**config.mk**
```make
export PLATFORM = sky130hd
export DESIGN_NAME = cla_slice_sequencer_flat
export DESIGN_NICKNAME = d
export VERILOG_FILES = /design/src/rtl/cla_slice_sequencer_pkg.sv /design/src/rtl/cla_slice_sequencer_if.sv /design/src/rtl/cla_slice_sequencer_cla4.sv /design/src/rtl/cla_slice_sequencer.sv /design/src/flat_wrapper.sv
export SDC_FILE = /design/constraint.sdc
export NUM_CORES = 1
export LEC_CHECK = 0
export BUFFER_PORTS_ARGS = -buffer_cell sky130_fd_sc_hd__buf_2
export CORE_UTILIZATION = 54
export DETAILED_ROUTE_END_ITERATION = 8
export PLACE_DENSITY = 0.77
export SLEW_MARGIN = 40
export SYNTH_ARGS = -nofsm -noshare
export SYNTH_HDL_FRONTEND = slang
export SYNTH_SLANG_ARGS = --single-unit
```
**constraint.sdc**
```tcl
create_clock -name clk -period 3.5 [get_ports clk]
set_clock_uncertainty 0.2 [all_clocks]
set_input_delay 0.7 -clock clk [delete_from_list [all_inputs] [get_ports clk]]
set_output_delay 0.7 -clock clk [all_outputs]
set_load 0.02 [all_outputs]
```
**src/rtl/cla_slice_sequencer_pkg.sv**
```systemverilog
// cla_pkg: shared state encoding, slice width and approximation-level saturation helper
package cla_pkg;
  typedef enum logic [1:0] {IDLE = 2'd0, RUN = 2'd1, DONE = 2'd2} state_t;
  localparam int SLICE_W = 4;
  function automatic int sat_k(input int k, input int n);
    return k > n ? n : k;
  endfunction
endpackage

```
**src/rtl/cla_slice_sequencer_if.sv**
```systemverilog
// cla_slice_sequencer_if: operand/result handshake bundle for the sequenced CLA adder
interface cla_slice_sequencer_if #(parameter int WIDTH = 16, parameter int KW = 3);
  logic             in_valid;
  logic             in_ready;
  logic [WIDTH-1:0] A;
  logic [WIDTH-1:0] B;
  logic             CIN;
  logic [KW-1:0]    APPROX_K;
  logic             out_valid;
  logic             out_ready;
  logic [WIDTH-1:0] SUM;
  logic             COUT;
  logic             busy;
  modport master(output in_valid, A, B, CIN, APPROX_K, out_ready,
                 input in_ready, out_valid, SUM, COUT, busy);
  modport slave(input in_valid, A, B, CIN, APPROX_K, out_ready,
                output in_ready, out_valid, SUM, COUT, busy);
endinterface

```
**src/rtl/cla_slice_sequencer_cla4.sv**
```systemverilog
// cla4_slice: 4-bit carry-lookahead slice with carry mask (mask gives a|b and no carry)
module cla4_slice (
  input  logic [3:0] a,
  input  logic [3:0] b,
  input  logic       cin,
  input  logic       mask,
  output logic [3:0] s,
  output logic       cout
);
  logic [3:0] p, g;
  logic [4:1] c;
  always_comb begin
    p = a ^ b;
    g = a & b;
    c[1] = g[0] | (p[0] & cin);
    c[2] = g[1] | (p[1] & g[0]) | (p[1] & p[0] & cin);
    c[3] = g[2] | (p[2] & g[1]) | (p[2] & p[1] & g[0]) | (p[2] & p[1] & p[0] & cin);
    c[4] = g[3] | (p[3] & g[2]) | (p[3] & p[2] & g[1]) | (p[3] & p[2] & p[1] & g[0])
         | (p[3] & p[2] & p[1] & p[0] & cin);
    s = mask ? (a | b) : (p ^ {c[3:1], cin});
    cout = mask ? 1'b0 : c[4];
  end
endmodule

```
**src/rtl/cla_slice_sequencer.sv**
```systemverilog
// cla_slice_sequencer: time-multiplexes one CLA slice over WIDTH-bit operands, LSB nibble first
module cla_slice_sequencer
  import cla_pkg::*;
#(
  parameter int WIDTH = 16,
  parameter int KW = 3
) (
  input logic clk,
  input logic rst,
  cla_slice_sequencer_if.slave bus
);
  localparam int N = WIDTH / SLICE_W;
  localparam int IW = N > 1 ? $clog2(N) : 1;
  state_t           state;
  logic [IW-1:0]    idx;
  logic [WIDTH-1:0] a_r, b_r, sum;
  logic [KW-1:0]    ksat;
  logic             c, cout, co;
  logic [3:0]       s;
  cla4_slice u_slice (
    .a(a_r[int'(idx)*SLICE_W +: SLICE_W]),
    .b(b_r[int'(idx)*SLICE_W +: SLICE_W]),
    .cin(c),
    .mask(int'(idx) < int'(ksat)),
    .s(s),
    .cout(co)
  );
  assign bus.in_ready = state == IDLE;
  assign bus.out_valid = state == DONE;
  assign bus.busy = state != IDLE;
  assign bus.SUM = sum;
  assign bus.COUT = cout;
  always_ff @(posedge clk or posedge rst) begin
    if (rst) begin
      state <= IDLE;
      idx <= '0;
      c <= 1'b0;
      sum <= '0;
      cout <= 1'b0;
      a_r <= '0;
      b_r <= '0;
      ksat <= '0;
    end else begin
      case (state)
        IDLE: if (bus.in_valid) begin
          a_r <= bus.A;
          b_r <= bus.B;
          ksat <= KW'(sat_k(int'(bus.APPROX_K), N));
          c <= bus.CIN && bus.APPROX_K == '0;
          idx <= '0;
          sum <= '0;
          state <= RUN;
        end
        RUN: begin
          sum[int'(idx)*SLICE_W +: SLICE_W] <= s;
          c <= co;
          idx <= idx + 1'b1;
          if (int'(idx) == N - 1) begin
            cout <= co;
            idx <= '0;
            state <= DONE;
          end
        end
        DONE: if (bus.out_ready) state <= IDLE;
        default: state <= IDLE;
      endcase
    end
  end
endmodule

```
**src/flat_wrapper.sv**
```systemverilog
// flat-port wrapper written by rule: the top's interface ports become plain ports
module cla_slice_sequencer_flat import cla_pkg::*;
#(
  parameter int WIDTH = 16,
  parameter int KW = 3
)
  (clk, rst, bus_in_valid, bus_A, bus_B, bus_CIN, bus_APPROX_K, bus_out_ready, bus_in_ready, bus_out_valid, bus_SUM, bus_COUT, bus_busy);
  cla_slice_sequencer_if #(.WIDTH(WIDTH), .KW(KW)) bus_i ();
  input logic clk;
  input logic rst;
  input wire logic [$bits(bus_i.in_valid)-1:0] bus_in_valid;
  input wire logic [$bits(bus_i.A)-1:0] bus_A;
  input wire logic [$bits(bus_i.B)-1:0] bus_B;
  input wire logic [$bits(bus_i.CIN)-1:0] bus_CIN;
  input wire logic [$bits(bus_i.APPROX_K)-1:0] bus_APPROX_K;
  input wire logic [$bits(bus_i.out_ready)-1:0] bus_out_ready;
  output wire logic [$bits(bus_i.in_ready)-1:0] bus_in_ready;
  output wire logic [$bits(bus_i.out_valid)-1:0] bus_out_valid;
  output wire logic [$bits(bus_i.SUM)-1:0] bus_SUM;
  output wire logic [$bits(bus_i.COUT)-1:0] bus_COUT;
  output wire logic [$bits(bus_i.busy)-1:0] bus_busy;
  assign bus_i.in_valid = bus_in_valid;
  assign bus_i.A = bus_A;
  assign bus_i.B = bus_B;
  assign bus_i.CIN = bus_CIN;
  assign bus_i.APPROX_K = bus_APPROX_K;
  assign bus_i.out_ready = bus_out_ready;
  assign bus_in_ready = bus_i.in_ready;
  assign bus_out_valid = bus_i.out_valid;
  assign bus_SUM = bus_i.SUM;
  assign bus_COUT = bus_i.COUT;
  assign bus_busy = bus_i.busy;
  cla_slice_sequencer #(.WIDTH(WIDTH), .KW(KW)) u_core (.clk(clk), .rst(rst), .bus(bus_i));
endmodule
```
### After elaboration in Yosys (flattened, before gate mapping)

Cells that the tools add are included.

* shifts and indexed selects: 4
* reduce and logical (&&, ||, !) cells: 9
* $add $sub $neg: 2
* bitwise logic cells: 30
* multiplexer cells: 15
* equality and inequality tests: 6
* $lt $le $gt $ge: 2

Operator list (number)
* negator 4 -> 33 bit: 1
* variable shift 4 x 33 -> 16 bit, first input constant: 1
* variable part select 4 x 33 -> 16 bit: 1
* case mux 16 bit (2 select lines): 1
* variable part select 16 x 5 -> 4 bit: 2
* AND 1 bit: 16
* bitwise mux 16 bit: 1
* two-way mux 16 bit: 1
* two-way mux 2 bit: 5
* bitwise OR 1 bit: 10
* bitwise XOR 4 bit: 2
* case mux 2 bit (3 select lines): 1
* AND reduction 2 bit: 3
* AND 4 bit: 1
* equality test 2 x 1 -> 1 bit, second input constant: 2
* two-way mux 4 bit: 1
* inequality test 2 bit, second input constant: 2
* bitwise OR 4 bit: 1
* case mux 2 bit (2 select lines): 1
* nonzero test 2 bit: 2
* greater-than comparator 3 bit, second input constant: 1
* zero test 3 bit: 1
* < comparator 2 x 3 -> 1 bit: 1
* two-way mux 3 bit: 1
* other kinds (8): 9

* output and inout port bits: 20
* word-level logic and storage cells: 76
* flip-flop bits (word level): 57

### Logic depth before layout (Yosys ltp)

* depth after elaboration: 11
* gate-level depth with buffers: 9
* gate-level depth less buffers: 7

### Modules after synthesis

A second synthesis with hierarchy kept.

* cell total of the unflattened synthesis: 220
* area total of the unflattened synthesis: 2949.1 µm²

By module, submodules not included
* cla_slice_sequencer: cells each 176, instances 1, area each 2626.3 µm²
* cla4_slice: cells each 44, instances 1, area each 322.8 µm²

### Least setup slack after synthesis

Ideal clock, no wire load.

* kind: reg2reg
* start: reg u_core.idx[0]
* end: reg u_core.sum[15] (netlist: u_core.bus.SUM[15])
* path buffers: 2
* stages on the path, launching flop included: 10
* period minus slack after synthesis: 2.659 ns
* arrival: 2.363 ns
* path slack: 0.841 ns
* library setup time: 0.096 ns
* cell sequence: dfrtp_1 buf_6 buf_2 mux4_2 inv_1 ha_1 o21ai_0 o21bai_1 xnor2_1 o31ai_1

* longest elaborated chain between the ends: 11
* elaborated cells on any way between the ends: 28
* those cells by class: 1 x add/sub; 1 x order compare; 4 x shift; 3 x mux; 19 x bitwise

Ends and longest elaborated chain
* from (decl): line cla_slice_sequencer.sv:15 `logic [IW-1:0] idx;`
* from (signal assigned): line cla_slice_sequencer.sv:57 `idx <= idx + 1'b1;`
* variable part select 16 x 5 -> 4 bit, on equally long branches: line cla_slice_sequencer.sv:21, cla_slice_sequencer.sv:22
* bitwise XOR 4 bit / AND 4 bit (equally long branches): line cla_slice_sequencer_cla4.sv:13, cla_slice_sequencer_cla4.sv:14
* AND 1 bit: line cla_slice_sequencer_cla4.sv:17 `c[3] = g[2] | (p[2] & g[1]) | (p[2] & p[1] & g[0]) | (p[2] & p[1] & p[0] & cin);`
* bitwise OR 1 bit / AND 1 bit (equally long branches) (2 in a row): line cla_slice_sequencer_cla4.sv:17
* bitwise OR 1 bit: line cla_slice_sequencer_cla4.sv:17
* bitwise XOR 4 bit: line cla_slice_sequencer_cla4.sv:20 `s = mask ? (a | b) : (p ^ {c[3:1], cin});`
* two-way mux 4 bit: line cla_slice_sequencer_cla4.sv:20
* variable part select 4 x 33 -> 16 bit: line cla_slice_sequencer.sv:55 `sum[int'(idx)*SLICE_W +: SLICE_W] <= s;`
* bitwise mux 16 bit (*): line cla_slice_sequencer.sv:55
* case mux 16 bit (2 select lines) (*): line cla_slice_sequencer.sv:44 `case (state)`
* to (signal, indexed assignment): line cla_slice_sequencer.sv:55
* to (decl): line cla_slice_sequencer.sv:16 `logic [WIDTH-1:0] a_r, b_r, sum;`

Mark *: on every way between the ends. The rest lies on a longest branch, timed or not.
A chain may end at the register's enable or synchronous reset.

### Worst setup path after layout

* start: reg u_core.idx[0]
* end: reg u_core.sum[14] (netlist: u_core.bus.SUM[14])

Same word-level chain as after synthesis.

==> run metrics <==
Crit-path slowest cell=mux4_1; required time worst endpoint=3.56 ns; # DRC=0; most frequent cells in the layout=nand2_1, buf_2, dfrtp_1; Ys Warns=0; clk root buf=clkbuf_8; fin cells=432; cells on worst reg2reg path=7; postcts setup bufs=0; CP max FO=8; drt pass-1 iters=4; area of placed instances=3242 um2; relative slew slack=46.79%; Crit path largest cell delay=0.70 ns; global-route wire length before repair=9.804 mm; Max Freq=358.2 MHz; crit path time final=2.792 ns; Hold Crit Class=in -> async; Leak=0.001835 uW; Syn Inst Count=298; Sink Count=57; Pins Over Slew Limit=0; status=finished, final reports clean; Total Neg Setup Slack=0 ns; synthesized area per cell=9.737 um2; Die Footprint=5670 um2; Worst setup EP type=flop; post-synthesis sequential area ratio=49.16%; Final Cell Area=3437 um2; pwr/cell area=1062 nW/um2; cts repair resizes=0; antenna viol nets, final=0; placed insts=417; Max-Cap Viols=0; DIE HEIGHT=75.30 um; GRT Total Usage=24.33%; Synth async-reset ratio=100.0%; CP Depth=7; Final Cycle Share=79.76%; Worst R2R Setup Slack=0.71 ns; grt ovf=0; post-layout power=3651 uW; Area Growth Syn to Fin=18.46%; Post-synth EDFFs=0; RSZ-0062 raised after global routing=false; clock tree buffer depth=2; Core ar.=5140 um2; FF+latch count, synth=57; CTS tree=yes; Buf+Inv Stages, Crit Path=1; WS Path Type=reg -> reg; # rows=26; DR WL/cell=13.73 um; CP Launch Type=flop; fin nets=413; share of cells above drive strength 1=26.52%; I/O pins=60; diode count=0; Hold Violations, Final=0; endpoints failing setup=0; Die X=75.30 um; largest net degree at the start of global routing=40; maximum VDD drop=0.5127 mV; Clk Latency, worst-skew pair=0.34 ns; Synth Cell Area=2902 um2; Netlist cell types=41; Initial Util=56.45%; initial antenna violation count=0; ys flop type=dfrtp_1; CTS H-Tree Depth=3; syn_nets=353; most common cell after layout, fill and taps aside=nand2_1; number of DRC markers in iteration 0=140; CP Data Arrival Time=2.85 ns; worst path cell trace=mux4_1 > inv_1 > ha_1 > a211oi_1 > nor2_1 > o31a_4 > o21ai_2; Post-DP HPWL=4.368 mm; PortBufs=59; Via Count=2,289; Num CTS Buffers=9; worst-margin pin slew=0.7981 ns; GPL Wtd Cong=0.9069; crit-path leading delay family=compound AO/OA/AOI/OAI gates; CTS hold repair buffers=0; vias in the first global route=2,250; total routed wirelength=5.930 mm; clock-pin slew on the worst setup and hold paths=0.07 ns; Via-to-Cell Ratio=5.299
-- Yosys cell counts, types with 3 or more instances --
cell type	n	area, um2
o21ai_2	4	35.03
nand3b_1	4	30.03
buf_2	5	25.02
dfrtp_1	57	1426
a32oi_1	3	26.28
o31ai_1	6	45.04
a211oi_1	3	22.52
a21oi_1	5	25.02
nand2_1	112	420.4
nand2b_1	3	18.77
inv_1	20	75.07
ha_1	14	175.2
nor2_1	4	15.01
o21ai_0	10	50.05
a22o_1	4	35.03
nand3_1	3	15.01
mux4_2	6	135.1
clkbuf_1	6	22.52
-- cell type report --
class	count	area, um2
Multi-Input combinational cell	208	1335
Inverter	20	75.07
Tap cell	70	87.58
Fill cell	432	1703
Timing Repair Buffer	62	317.8
Sequential cell	57	1426
Clock buffer	12	155.1
Clock inverter	3	40.04
-- path summary, 6_finish.rpt --
kind	startpoint	endpoint
setup / recovery	u_core.idx[0]	u_core.bus.SUM[14]
hold / removal	rst	u_core.state[0]
setup reg to reg	u_core.idx[0]	u_core.bus.SUM[14]
hold reg to reg	u_core.b_r[12]	u_core.b_r[12]
max in group asynchronous	rst	u_core.b_r[5]
min in group clk	u_core.b_r[12]	u_core.b_r[12]
-- metal layers --
metal / wire length (um) / track usage (%) / vias up
li1: - / - / 1114
met1: 2503 / 27.92 / 1083
met2: 2959 / 40.97 / 78
met3: 325 / 8.333 / 14
met4: 142 / 11.73 / 0
met5: 0 / 0 / -
-- flip-flops by register name, indices dropped and copies added (netlist names) --
register         flops
u_core.a_r          16
u_core.b_r          16
u_core.bus.COUT      1
u_core.bus.SUM      16
u_core.c             1
u_core.idx           2
u_core.ksat          3
u_core.state         2
-- per-stage QoR --
step / worst slack (ns) / hold slack, ns / util, %
3_5_place_dp: 0.7013 / 0.2578 / 63.07
4_1_cts: 0.6717 / 0.2409 / 66.87
5_1_grt: 0.4855 / 0.2725 / 66.87
3_3_place_gp: 0.7853 / 0.2535 / 63.07
6_report: 0.7083 / 0.2146 / 66.87
2_1_floorplan: 0.8413 / 0.2288 / -
-- cell families after synthesis --
kind of cell	after synthesis	share of synthesized area [%]
AO/OA/AOI/OAI	41	10.31
XOR/XNOR	2	0.6038
adder cells (fa/ha/maj)	15	6.727
buffers and inverters	33	5.002
flip-flops	57	49.16
multiplexers	10	7.158
AND/OR/NAND/NOR	140	21.04
-- power by group --
| part | switching (uW) | leakage, uW | internal, uW | total [uW] |
|---|---|---|---|---|
| Clock | 254 | 0.000102 | 361 | 615 |
| Combinational | 1120 | 0.00100 | 768 | 1890 |
| Sequential | 203 | 0.000731 | 947 | 1150 |
| Total | 1580 | 0.00184 | 2080 | 3650 |
-- worst register-to-register path: stages, from the launching register on --
cell and delay (ns):
dfrtp_1 0.61, mux4_1 0.70, inv_1 0.09, ha_1 0.24
a211oi_1 0.31, nor2_1 0.11, o31a_4 0.32, o21ai_2 0.14
Power figures use the tool's default switching activity.
